==> src/rtl/intctrl2.sv <==
// intctrl2: pi1-bus interrupt controller routing level requests from
// INTSRCCOUNT device sources to one of INTDSTCOUNT cores, with a
// per-source enable mask, a pending-status view, a programmable destination
// range, round-robin or fixed-priority source arbitration, and IPIs.
//
// Ports:
//   clk_i, rst_i       clock, synchronous active-high reset
//   pi1_op_i           00 nop, 01 write, 10 read, 11 read-write
//   pi1_addr_i         word offset (bits [1:0] decoded)
//   pi1_data_i/_o      write data / registered read data
//   pi1_sel_i          byte selects (ignored)
//   pi1_rdy_o          always ready
//   pi1_mapsz_o        mapping size, 4 words
//   intrqstdst_o       interrupt request per destination
//   intrdydst_i        destination can accept an interrupt
//   intbestdst_i       destination is a preferred target
//   intrqstsrc_i       level request per source
//   intrdysrc_o        low while that source's request is being delivered
module intctrl2 #(
  parameter int INTSRCCOUNT = 2,
  parameter int INTDSTCOUNT = 1,
  parameter int ARCHBITSZ   = 32,
  parameter int PRIOMODE    = 0,
  parameter logic [INTSRCCOUNT-1:0] ENRSTVAL = '1
) (
  input  logic                                             clk_i,
  input  logic                                             rst_i,
  input  logic [1:0]                                       pi1_op_i,
  input  logic [ARCHBITSZ-$clog2(ARCHBITSZ/8)-1:0]         pi1_addr_i,
  input  logic [ARCHBITSZ-1:0]                             pi1_data_i,
  output logic [ARCHBITSZ-1:0]                             pi1_data_o,
  input  logic [ARCHBITSZ/8-1:0]                           pi1_sel_i,
  output logic                                             pi1_rdy_o,
  output logic [ARCHBITSZ-$clog2(ARCHBITSZ/8)-1:0]         pi1_mapsz_o,
  output logic [INTDSTCOUNT-1:0]                           intrqstdst_o,
  input  logic [INTDSTCOUNT-1:0]                           intrdydst_i,
  input  logic [INTDSTCOUNT-1:0]                           intbestdst_i,
  input  logic [INTSRCCOUNT-1:0]                           intrqstsrc_i,
  output logic [INTSRCCOUNT-1:0]                           intrdysrc_o
);

  localparam int ADDRBITSZ = ARCHBITSZ - $clog2(ARCHBITSZ/8);
  localparam int SRCW = (INTSRCCOUNT > 1) ? $clog2(INTSRCCOUNT) : 1;
  localparam int DSTW = (INTDSTCOUNT > 1) ? $clog2(INTDSTCOUNT) : 1;
  localparam logic [SRCW-1:0] SRCLAST = SRCW'(INTSRCCOUNT - 1);
  localparam logic [DSTW-1:0] DSTLAST = DSTW'(INTDSTCOUNT - 1);

  typedef enum logic [1:0] {
    ST_IDLE,
    ST_SEEK,
    ST_DELIVER,
    ST_IPI_SEEK
  } state_t;

  state_t                 state_q, state_d;
  logic [SRCW-1:0]        srcindex_q, srcindex_d;
  logic [SRCW-1:0]        srcptr_q, srcptr_d;
  logic [DSTW-1:0]        dstindex_q, dstindex_d;
  logic [DSTW-1:0]        dstindexhi_q, dstindexhi_d;
  logic [DSTW-1:0]        ipitgt_q, ipitgt_d;
  logic                   isipi_q, isipi_d;
  logic [INTSRCCOUNT-1:0] mask_q, mask_d;
  logic [ARCHBITSZ-1:0]   rdata_q, rdata_d;

  logic [INTSRCCOUNT-1:0] pending;
  logic                   bus_rd, bus_wr, cmd, ipi_req, ack_req;
  logic [ARCHBITSZ-1:0]   ipi_full;
  logic [DSTW-1:0]        ipi_tgt;
  logic                   ipi_inrange, ipi_ok;
  logic                   src_found;
  logic [SRCW-1:0]        src_pick;
  logic                   cur_pending, dst_rdy, dst_best, any_best, dst_ok;
  logic [DSTW-1:0]        seek_next, ipi_next;
  logic                   unused_bits;

  assign unused_bits = ^{pi1_sel_i, pi1_addr_i[ADDRBITSZ-1:2]};

  assign pi1_rdy_o   = 1'b1;
  assign pi1_mapsz_o = ADDRBITSZ'(4);
  assign pi1_data_o  = rdata_q;

  assign pending = intrqstsrc_i & mask_q;

  assign bus_rd  = pi1_op_i[1];
  assign bus_wr  = pi1_op_i[0];
  assign cmd     = (pi1_op_i == 2'b11) && (pi1_addr_i[1:0] == 2'd0);
  assign ipi_req = cmd && pi1_data_i[0];
  assign ack_req = cmd && !pi1_data_i[0];

  // Full-width target compare so an out-of-range IPI is rejected rather
  // than aliased onto a valid destination by truncation.
  assign ipi_full    = pi1_data_i >> 1;
  assign ipi_tgt     = ipi_full[DSTW-1:0];
  assign ipi_inrange = ipi_full < ARCHBITSZ'(INTDSTCOUNT);
  assign ipi_ok      = ipi_req && ipi_inrange &&
                       ((state_q == ST_IDLE) || (state_q == ST_SEEK));

  // Source arbitration. Round-robin first searches at/after srcptr, then
  // falls back to the lowest index, which gives the wrap-around order.
  always_comb begin
    src_found = 1'b0;
    src_pick  = '0;
    if (PRIOMODE == 0) begin
      for (int unsigned j = 0; j < INTSRCCOUNT; j++) begin
        if (!src_found && pending[j] && (j >= 32'(srcptr_q))) begin
          src_found = 1'b1;
          src_pick  = SRCW'(j);
        end
      end
    end
    for (int unsigned j = 0; j < INTSRCCOUNT; j++) begin
      if (!src_found && pending[j]) begin
        src_found = 1'b1;
        src_pick  = SRCW'(j);
      end
    end
  end

  // Lookups for the destination under test and the latched source.
  always_comb begin
    dst_rdy     = 1'b0;
    dst_best    = 1'b0;
    any_best    = 1'b0;
    cur_pending = 1'b0;
    for (int unsigned j = 0; j < INTDSTCOUNT; j++) begin
      if (DSTW'(j) == dstindex_q) begin
        dst_rdy  = intrdydst_i[j];
        dst_best = intbestdst_i[j];
      end
      if ((DSTW'(j) <= dstindexhi_q) && intbestdst_i[j]) begin
        any_best = 1'b1;
      end
    end
    for (int unsigned j = 0; j < INTSRCCOUNT; j++) begin
      if (SRCW'(j) == srcindex_q) begin
        cur_pending = pending[j];
      end
    end
  end

  // When a preferred destination exists in range, only it may take the
  // interrupt; otherwise the first ready destination does.
  assign dst_ok    = any_best ? (dst_best && dst_rdy) : dst_rdy;
  assign seek_next = (dstindex_q >= dstindexhi_q) ? '0 : dstindex_q + DSTW'(1);
  // IPI stepping wraps on the full destination range so a software lowering
  // of dstindexhi mid-search cannot strand the target.
  assign ipi_next  = (dstindex_q >= DSTLAST) ? '0 : dstindex_q + DSTW'(1);

  always_comb begin
    state_d      = state_q;
    srcindex_d   = srcindex_q;
    srcptr_d     = srcptr_q;
    dstindex_d   = dstindex_q;
    dstindexhi_d = dstindexhi_q;
    ipitgt_d     = ipitgt_q;
    isipi_d      = isipi_q;
    mask_d       = mask_q;
    rdata_d      = rdata_q;

    if (bus_wr && (pi1_addr_i[1:0] == 2'd1)) begin
      mask_d = pi1_data_i[INTSRCCOUNT-1:0];
    end
    if (bus_wr && (pi1_addr_i[1:0] == 2'd3)) begin
      dstindexhi_d = (pi1_data_i[DSTW-1:0] > DSTLAST) ? DSTLAST : pi1_data_i[DSTW-1:0];
    end

    if (bus_rd) begin
      case (pi1_addr_i[1:0])
        2'd1:    rdata_d = ARCHBITSZ'(mask_q);
        2'd2:    rdata_d = ARCHBITSZ'(pending);
        2'd3:    rdata_d = ARCHBITSZ'(dstindexhi_q);
        default: rdata_d = '0;
      endcase
    end
    if (ack_req) begin
      if ((state_q == ST_DELIVER) && !isipi_q) rdata_d = ARCHBITSZ'(srcindex_q);
      else                                     rdata_d = '1;
    end
    if (ipi_req) begin
      rdata_d = ipi_ok ? ARCHBITSZ'(ipi_tgt) : '1;
    end

    case (state_q)
      ST_IDLE, ST_SEEK: begin
        // An accepted IPI pre-empts both a fresh selection and a running seek.
        if (ipi_ok) begin
          state_d    = ST_IPI_SEEK;
          ipitgt_d   = ipi_tgt;
          dstindex_d = '0;
          if (ipi_tgt > dstindexhi_q) dstindexhi_d = ipi_tgt;
        end else if (state_q == ST_IDLE) begin
          if (src_found) begin
            state_d    = ST_SEEK;
            srcindex_d = src_pick;
            dstindex_d = '0;
          end
        end else if (!cur_pending) begin
          state_d = ST_IDLE;
        end else if (dst_ok) begin
          state_d = ST_DELIVER;
          isipi_d = 1'b0;
        end else begin
          dstindex_d = seek_next;
        end
      end
      ST_IPI_SEEK: begin
        if (dstindex_q == ipitgt_q) begin
          state_d = ST_DELIVER;
          isipi_d = 1'b1;
        end else begin
          dstindex_d = ipi_next;
        end
      end
      ST_DELIVER: begin
        if (ack_req) begin
          state_d = ST_IDLE;
          if (!isipi_q) srcptr_d = (srcindex_q == SRCLAST) ? '0 : srcindex_q + SRCW'(1);
        end
      end
      default: state_d = ST_IDLE;
    endcase
  end

  always_ff @(posedge clk_i) begin
    if (rst_i) begin
      state_q      <= ST_IDLE;
      srcindex_q   <= '0;
      srcptr_q     <= '0;
      dstindex_q   <= '0;
      dstindexhi_q <= '0;
      ipitgt_q     <= '0;
      isipi_q      <= 1'b0;
      mask_q       <= ENRSTVAL;
      rdata_q      <= '0;
    end else begin
      state_q      <= state_d;
      srcindex_q   <= srcindex_d;
      srcptr_q     <= srcptr_d;
      dstindex_q   <= dstindex_d;
      dstindexhi_q <= dstindexhi_d;
      ipitgt_q     <= ipitgt_d;
      isipi_q      <= isipi_d;
      mask_q       <= mask_d;
      rdata_q      <= rdata_d;
    end
  end

  // Request/ready pins follow the registered state only.
  always_comb begin
    intrqstdst_o = '0;
    intrdysrc_o  = '1;
    if (state_q == ST_DELIVER) begin
      for (int unsigned j = 0; j < INTDSTCOUNT; j++) begin
        if (DSTW'(j) == dstindex_q) intrqstdst_o[j] = 1'b1;
      end
      if (!isipi_q) begin
        for (int unsigned j = 0; j < INTSRCCOUNT; j++) begin
          if (SRCW'(j) == srcindex_q) intrdysrc_o[j] = 1'b0;
        end
      end
    end
  end

endmodule

==> config.mk <==
export PLATFORM = sky130hd
export DESIGN_NAME = intctrl2
export DESIGN_NICKNAME = d
export VERILOG_FILES = /design/src/rtl/intctrl2.sv
export SDC_FILE = /design/constraint.sdc
export NUM_CORES = 1
export LEC_CHECK = 0
export BUFFER_PORTS_ARGS = -buffer_cell sky130_fd_sc_hd__buf_4
export CORE_MARGIN = 2
export CORE_UTILIZATION = 34
export DETAILED_ROUTE_END_ITERATION = 7
export PLACE_DENSITY = 0.8
export SETUP_SLACK_MARGIN = 0.4
export SLEW_MARGIN = 25
export SYNTH_ARGS = -nofsm -noshare
export SYNTH_HDL_FRONTEND = slang
export SYNTH_SLANG_ARGS = --single-unit
==> constraint.sdc <==
create_clock -name clk_i -period 1.9 [get_ports clk_i]
set_input_delay 0.19 -clock clk_i [delete_from_list [all_inputs] [get_ports clk_i]]
set_output_delay 0.19 -clock clk_i [all_outputs]
set_load 0.05 [all_outputs]
==> out/qor.yml, run 1 <==
sta:
  setup-violations-final: 0
  post-route-min-period_ns: 1.45
  fin_worst_skew_ns: 0.00152
  setup_ws_ns: 0.446
  max_freq_mhz: 688
  fin_crit_sh: 0.765
  rsz0062_at_grt: "no"
  hold_viol_final: 0
  setup_tns_ns: 0
  whs_ns: 0.179
  slew_violations: 0
cts:
  cts_made_buffers: 3
  clk_path_buf_depth: 2
  cts_tree: "done"
  root_buffer: "clkbuf_8"
  h-tree-depth: 1
  cts_setup_buffers: 0
  clock-sinks: 13
  clkTransAtPathRegs_ns: 0.06
  cts_hold_buffers: 0
  worstSkewPairLatency_ns: 0.24
yosys:
  synthCells: 161
  synth_edf_count: 0
  async_flop_share: 0
  synth_top_area_cell: "buf_4"
  synth_warnings: 0
  synth_flop_cell: "dfxtp_1"
  synth_seq_cells: 13
  synthTopCellsByArea: "buf_4, dfxtp_1, nor4_2, nor2_1, nand2b_1"
  synth.avg_cell_area_um2: 7.81
  synthTopCellsByCount: "buf_4, dfxtp_1, nor2_1"
  ys_seq_area_frac: 0.207
  synth_area_mm2: 0.00126
  synth.top_cell.area_share: 0.358
  synth_cell_types: 36
  synth_most_common_cell: "buf_4"
drt:
  viasPerCell: 4.40
  detail_route.first_pass.iterations: 4
  drc: 0
  first_iter_violations: 18
  drt-wirelength-per-cell_um: 10.5
  wirelength_mm: 2.70
  ant_nets: 0
  vias: 1127
finish:
  drive_above_1_share: 0.447
  fin_cells: 256
  n_antenna_cell: 0
  area_growth_pct: 27.8
  fin_util: 0.446
  final_cell_area_mm2: 0.00161
  nets: 283
hold_path:
  holdPathStages: 2
  hold_class: "in2reg"
die:
  die_w_um: 64.8
  core_area_mm2: 0.00361
  rows: 22
  die-area_mm2: 0.00420
  die_h_um: 64.8
  floorplan.initialDensity: 0.349
  io_pins: 140
place:
  placed_cells: 252
  postPlaceCellArea_mm2: 0.00154
  place_hpwl_mm: 2.23
  portBuffers: 75
  pre_cts_slack_ns: 0.170
  place_congestion: 0.821
pwr:
  power.total_mw: 0.939
  ir_drop_mv: 0.300
  pwr_density_cell_mw_per_mm2: 585
  leakage_nw: 0.787
global_route:
  first_global_vias: 1015
  track_usage: 0.124
  overflow: 0
  grt_pass1_wl_mm: 4.25
  antenna_found_initial: 0
  grt_max_degree: 32
setup_path:
  crit_type: "reg2out"
  crit_fanout: 9
  crit_required_ns: 1.71
  end_kind: "primary output"
  crit_arrival_ns: 1.26
  r2r_cells: 5
  startpoint_type: "flop"
outcome:
  outcome: "complete, no violations"
flow_run:
  drv_cap: 0
-- where the power goes --
part | internal (mW) | total (mW) | switching, mW
registers | 0.286 | 0.304 | 0.0183
logic | 0.112 | 0.384 | 0.273
clock network | 0.148 | 0.251 | 0.103
-- final timing paths --
check	slack, ns	startpoint	to
setup / recovery	0.45	state_q[0]	intrdysrc_o[0]
hold / removal	0.18	pi1_op_i[1]	pi1_data_o[0]
setup reg to reg	0.49	mask_q[0]	isipi_q
hold reg to reg	0.48	ipitgt_q	ipitgt_q
-- placed cells by master (no fill, tap or decap), types with 2 or more instances in the layout --
cell,instances
nand3_1,3
nand4_1,3
nor2_1,11
a311oi_1,2
nand2_1,8
dfxtp_1,11
nor4_1,4
and3_1,2
conb_1,31
nor4_2,4
a21oi_1,5
o21ai_0,4
o211ai_1,2
inv_1,4
nand2b_1,4
dfxtp_2,2
or3_1,3
clkbuf_8,3
o21bai_1,2
buf_4,76
and2_1,2
a211oi_1,2
-- critical path: stages, from the launching register on --
cell and delay, ns:
dfxtp_2 0.36, nand2b_4 0.16, or3_1 0.33, buf_6 0.17
-- kinds of logic (layout without fill, tap and decap cells) --
group / Yosys count / after routing / synth area share
other cells: 2 / 31 / 0.00597
flops: 13 / 13 / 0.207
xor+xnor: 1 / 1 / 0.00697
compound gates: 26 / 26 / 0.153
buf+inv: 67 / 85 / 0.379
simple gates: 52 / 52 / 0.248
-- sequential cells by signal (all words and copies together), names as in the netlist --
signal and count:
pi1_data_o 3, mask_q 2, state_q 2, dstindex_q 1, dstindexhi_q 1, ipitgt_q 1, isipi_q 1, srcindex_q 1
srcptr_q 1
-- repair_timing --
action,CTS,global route
endpoints found under the setup margin,1,4
pin swaps,0,1
gates resized for setup,2,3
-- routing by layer --
| layer | wire [um] | part of all wire | GRT usage |
|---|---|---|---|
| met5 | 0 | 0 | 0 |
| met4 | 0 | 0 | 0.0372 |
| met3 | 241 | 0.089 | 0.0226 |
| met2 | 1400 | 0.52 | 0.231 |
| met1 | 1060 | 0.39 | 0.143 |
-- final cells by class --
type                       instances  area (um^2)
clock buffer                       4         45.0
fill                             371         2000
inverter                           4         15.0
multi-input combinational        110          642
sequential                        13          263
tap                               48         60.1
timing repair buffer              77          582
Power figures use the tool's default switching activity.
==> inputs of run 2 (changes only) <==
==> constraint.sdc (replaced) <==
create_clock -name clk_i -period 1.5 [get_ports clk_i]
set_input_delay 0.15 -clock clk_i [delete_from_list [all_inputs] [get_ports clk_i]]
set_output_delay 0.15 -clock clk_i [all_outputs]
set_load 0.05 [all_outputs]
==> out/qor.yml, run 2 (synthesis gave the netlist of run 1 again) <==
outcome:
  outcome: "complete, no violations"
hold_path:
  holdPathStages: 2  # unchanged
  hold_class: "in2reg"
setup_path:
  crit_fanout: 4  # -5
  slowest_delay_ns: 0.34  # -0.02 ns
  r2r_cells: 3  # -2
  slowest_stage: "dfxtp_4"
  crit_type: "reg2out"
  crit_arrival_ns: 1.24  # -0.02 ns
  end_kind: "primary output"
  crit_chain: "nand2b_4 > or3_4 > buf_8"
  crit_required_ns: 1.35  # -0.36 ns
  startpoint_type: "flop"
die:
  die_h_um: 64.8  # unchanged
  floorplan.initialDensity: 0.349  # unchanged
  core_area_mm2: 0.00361  # unchanged
  die-area_mm2: 0.00420  # unchanged
  die_w_um: 64.8  # unchanged
  io_pins: 140  # unchanged
  rows: 22  # unchanged
cts:
  clkTransAtPathRegs_ns: 0.06  # about the same
  cts_made_buffers: 3  # unchanged
  clock-sinks: 13  # unchanged
  h-tree-depth: 1  # unchanged
  worstSkewPairLatency_ns: 0.25  # about the same
  cts_tree: "done"
  root_buffer: "clkbuf_8"
  clk_path_buf_depth: 2  # unchanged
  cts_hold_buffers: 0  # unchanged
pwr:
  pwr_density_cell_mw_per_mm2: 570  # -2.5%
  power_switching_share: 0.409  # -0.0102
  clkPwrFrac: 0.235  # -0.032
  power_frac_comb: 0.487  # +0.078
  ir_drop_mv: 0.684  # +130%
  p_int_mw: 0.801  # +47%
  leakage_nw: 1.05  # +34%
  power_switching_mw: 0.554  # +41%
  seq_power_share: 0.278  # -0.045
drt:
  ant_nets: 0  # unchanged
  maxUsedRoutingLayer: "met4"
  first_iter_violations: 59  # +41
  met2_length_mm: 2.14  # +53%
  wirelength_mm: 3.75  # +39%
  dr_wl_met3_um: 262  # +8.7%
  drc: 0  # unchanged
  vias: 1295  # +15%
  detail_route.first_pass.iterations: 4  # unchanged
  viasPerCell: 4.63  # +5.1%
  wl_met1_mm: 1.29  # +22%
  drt-wirelength-per-cell_um: 13.4  # +27%
place:
  portBuffers: 75  # unchanged
  postPlaceCellArea_mm2: 0.00170  # +9.9%
  place_hpwl_mm: 2.29  # +3.0%
  place_congestion: 0.851  # +3.6%
global_route:
  antenna_found_initial: 0  # unchanged
  first_global_vias: 1203  # +19%
  track_usage: 0.166  # +0.0417
  grt_pass1_wl_mm: 5.50  # +29%
  grt_max_degree: 17  # -47%
  overflow: 0  # unchanged
finish:
  fin_util: 0.659  # +0.214
  drive_above_1_share: 0.599  # +0.152
  area_growth_pct: 89.1
  largest_reg_flops: 3  # unchanged
  n_antenna_cell: 0  # unchanged
  final_cell_mix: "buf_4, conb_1, buf_12"
  final_common_cell: "buf_4"
  nets: 307  # +8.5%
  final_cell_area_mm2: 0.00238  # +48%
flow_run:
  drv_cap: 0  # unchanged
sta:
  hold_viol_final: 0  # unchanged
  slew_violations: 0  # unchanged
  post-route-min-period_ns: 1.39
  fin_crit_sh: 0.928
  whs_ns: 0.161  # -0.0189 ns
  setup-violations-final: 0  # unchanged
  rsz0062_at_grt: "yes"
  setup_tns_ns: 0  # unchanged
  max_freq_mhz: 718
  fin_worst_skew_ns: 0.00248  # +0.000960 ns
[run 2: final timing paths]
kind	startpoint	endpoint	slack, ns
worst max-delay path	state_q[0]	intrdysrc_o[0]	0.11
worst min-delay path	rst_i	state_q[1]	0.16
worst max register to register	state_q[0]	srcindex_q	0.15
worst min register to register	ipitgt_q	ipitgt_q	0.48
[run 2: repair_timing]
item                       in CTS  in global routing
pin swaps                      18                  5
resized for setup              57                 65
setup endpoints to repair      43                 43
gates cloned                    0                  2
buffers inserted                8                  0
[run 2: cell type report]
type	instances	area, um^2
clock buffers	4	45.0
flip-flops and latches	13	272
inverters	4	15.0
well taps	48	60.1
repair buffers	101	1190
fillers	289	1230
multi-input cells	110	796
[run 2: layer usage]
layer / vias up / GRT usage
met5: - / 0
met4: 0 / 0.0452
met3: 6 / 0.0382
met2: 69 / 0.335
met1: 609 / 0.165
li1: 611 / -
[run 2: power groups by stage]
stage / clock network [mW] / logic (mW) / registers [mW]
floorplan: 0 / 0.431 / 0.397
global placement: 0 / 0.508 / 0.388
detailed placement: 0 / 0.512 / 0.389
CTS: 0.323 / 0.594 / 0.374
global route: 0.341 / 0.690 / 0.378
finish: 0.319 / 0.660 / 0.376
[run 2: metrics by stage]
stage	instances	total power [mW]	worst slack [ns]
detailed placement	266	0.900	-0.152
finish	280	1.35	0.107
global placement	266	0.896	-0.141
CTS	278	1.29	0.108
global route	280	1.41	0.0518
floorplan	190	0.829	0.0807
[run 2: worst max-delay path, delay by kind of cell (launching register included)]
family	cells	cell delay, ns
simple gates	2	0.49
flops	1	0.34
buf+inv	1	0.16
==> inputs of run 3 (changes only) <==
--- a/config.mk
+++ b/config.mk
@@ -6,6 +6,7 @@
 export NUM_CORES = 1
 export LEC_CHECK = 0
 export BUFFER_PORTS_ARGS = -buffer_cell sky130_fd_sc_hd__buf_4
+export CORE_ASPECT_RATIO = 0.8
 export CORE_MARGIN = 2
 export CORE_UTILIZATION = 34
 export DETAILED_ROUTE_END_ITERATION = 7
==> out/qor.yml, run 3 (synthesis gave the netlist of run 1 again) <==
outcome:
  outcome: "complete, no violations"
sta:
  fin_worst_skew_ns: 0.000833  # -0.00165 ns
  setup_ws_ns: 0.0916  # -0.0158 ns
  post-route-min-period_ns: 1.41  # +0.0158 ns
  setup-violations-final: 0  # unchanged
  slew_violations: 0  # unchanged
  hold_viol_final: 0  # unchanged
  setup_tns_ns: 0  # unchanged
  whs_ns: 0.148  # -0.0127 ns
  fin_crit_sh: 0.939  # +0.0105
  rsz0062_at_grt: "yes"
  max_freq_mhz: 710  # -1.1%
pwr:
  leakage_nw: 1.03  # -2.2%
  power.total_mw: 1.35  # -0.12%
  ir_drop_mv: 0.498  # -27%
  pwr_density_cell_mw_per_mm2: 571  # +0.19%
cts:
  clock-sinks: 13  # unchanged
  h-tree-depth: 1  # unchanged
  cts_hold_buffers: 0  # unchanged
  clk_path_buf_depth: 2  # unchanged
  cts_made_buffers: 3  # unchanged
  clkTransAtPathRegs_ns: 0.06  # about the same
  root_buffer: "clkbuf_8"
  worstSkewPairLatency_ns: 0.25  # about the same
  cts_tree: "done"
finish:
  n_antenna_cell: 0  # unchanged
  final_common_cell: "buf_4"
  fin_cells: 271  # -3.2%
  nets: 304  # -0.98%
  fin_util: 0.678  # +0.0189
  final_cell_area_mm2: 0.00237  # -0.32%
  largest_reg_flops: 3  # unchanged
  final_cell_mix: "buf_4, conb_1, buf_12"
  n_fill_cell: 259  # -10%
  drive_above_1_share: 0.581  # -0.0184
  area_growth_pct: 88.5
die:
  core_area_mm2: 0.00349  # -3.1%
  die_h_um: 58.4  # -9.9%
  rows: 19  # -14%
  die_w_um: 72.0  # +11%
  die-area_mm2: 0.00420  # about the same
  io_pins: 140  # unchanged
  floorplan.initialDensity: 0.360  # +0.0111
global_route:
  grt_max_degree: 17  # unchanged
  track_usage: 0.165  # -0.00127
  first_global_vias: 1145  # -4.8%
  overflow: 0  # unchanged
  grt_pass1_wl_mm: 5.36  # -2.5%
  antenna_found_initial: 0  # unchanged
setup_path:
  crit_chain: "buf_4 > or4_1 > a32o_1"
  crit_fanout: 3  # -1
  slowest_stage: "or4_1"
  critPathBufInv: 1  # unchanged
  crit_family: "simple AND/OR/NAND/NOR gates"
  r2r_cells: 3  # unchanged
  crit_required_ns: 1.63  # +0.28 ns
  crit_type: "reg2reg"
  startpoint_type: "flop"
  end_kind: "flop"
  crit_arrival_ns: 1.54  # +0.30 ns
  slowest_delay_ns: 0.52  # +0.18 ns
  cp_num_cells: 3  # unchanged
drt:
  wirelength_mm: 3.83  # +2.0%
  ant_nets: 0  # unchanged
  first_iter_violations: 43  # -27%
  detail_route.first_pass.iterations: 4  # unchanged
  vias: 1245  # -3.9%
  drc: 0  # unchanged
  viasPerCell: 4.59  # -0.67%
  drt-wirelength-per-cell_um: 14.1  # +5.4%
hold_path:
  hold_class: "in2reg"
  holdPathStages: 2  # unchanged
place:
  place_congestion: 0.798  # -6.2%
  postPlaceCellArea_mm2: 0.00167  # -1.8%
  pre_cts_slack_ns: -0.226  # -0.0736 ns
  portBuffers: 75  # unchanged
  placed_cells: 257  # -3.4%
  place_hpwl_mm: 2.50  # +9.1%
flow_run:
  drv_cap: 0  # unchanged
## run 3: cell types whose count changed in the layout (fill, tap and decap cells not counted)
cell       delta
nor2_2        +2
buf_6         +1
and2_4        -1
buf_4         -7
o2bb2ai_2     -1
and2_1        +1
buf_12        +5
o2bb2ai_1     +1
buf_8         -2
dfxtp_1       +1
nor4_4        -1
nor4_2        +1
dfxtp_2       -1
nor2_4        -2
## run 3: cell type report
type / count / area, um^2 / area share
Timing Repair Buffer: 98 / 1220 / 0.514
Multi-Input combinational cell: 110 / 768 / 0.324
Sequential cell: 13 / 270 / 0.114
Tap cell: 42 / 52.6 / 0.0222
Clock buffer: 4 / 45.0 / 0.0190
Inverter: 4 / 15.0 / 0.00634
## run 3: final timing paths
kind	endpoint	slack [ns]	start
max reg2reg	srcindex_q	0.09	state_q[0]
min	state_q[1]	0.15	rst_i
min reg2reg	ipitgt_q	0.49	ipitgt_q
max	srcindex_q	0.09	state_q[0]
## run 3: power by group
group	total [mW]	switching [mW]	leakage, nW	internal, mW
Clock	0.325	0.137	0.0228	0.188
Sequential	0.377	0.0155	0.108	0.361
Combinational	0.652	0.404	0.901	0.248
## run 3: repair_timing
action,CTS,global route
endpoints found under the setup margin,43,43
endpoints found under the hold margin,0,0
cloned,0,2
gates resized for setup,54,74
pin swaps,14,7
buffers inserted,7,1
## run 3: per-layer routing
layer / routed length [um] / GRT usage
met4: 38 / 0.0512
met5: 0 / 0
met2: 2000 / 0.296
met3: 267 / 0.0325
met1: 1520 / 0.199
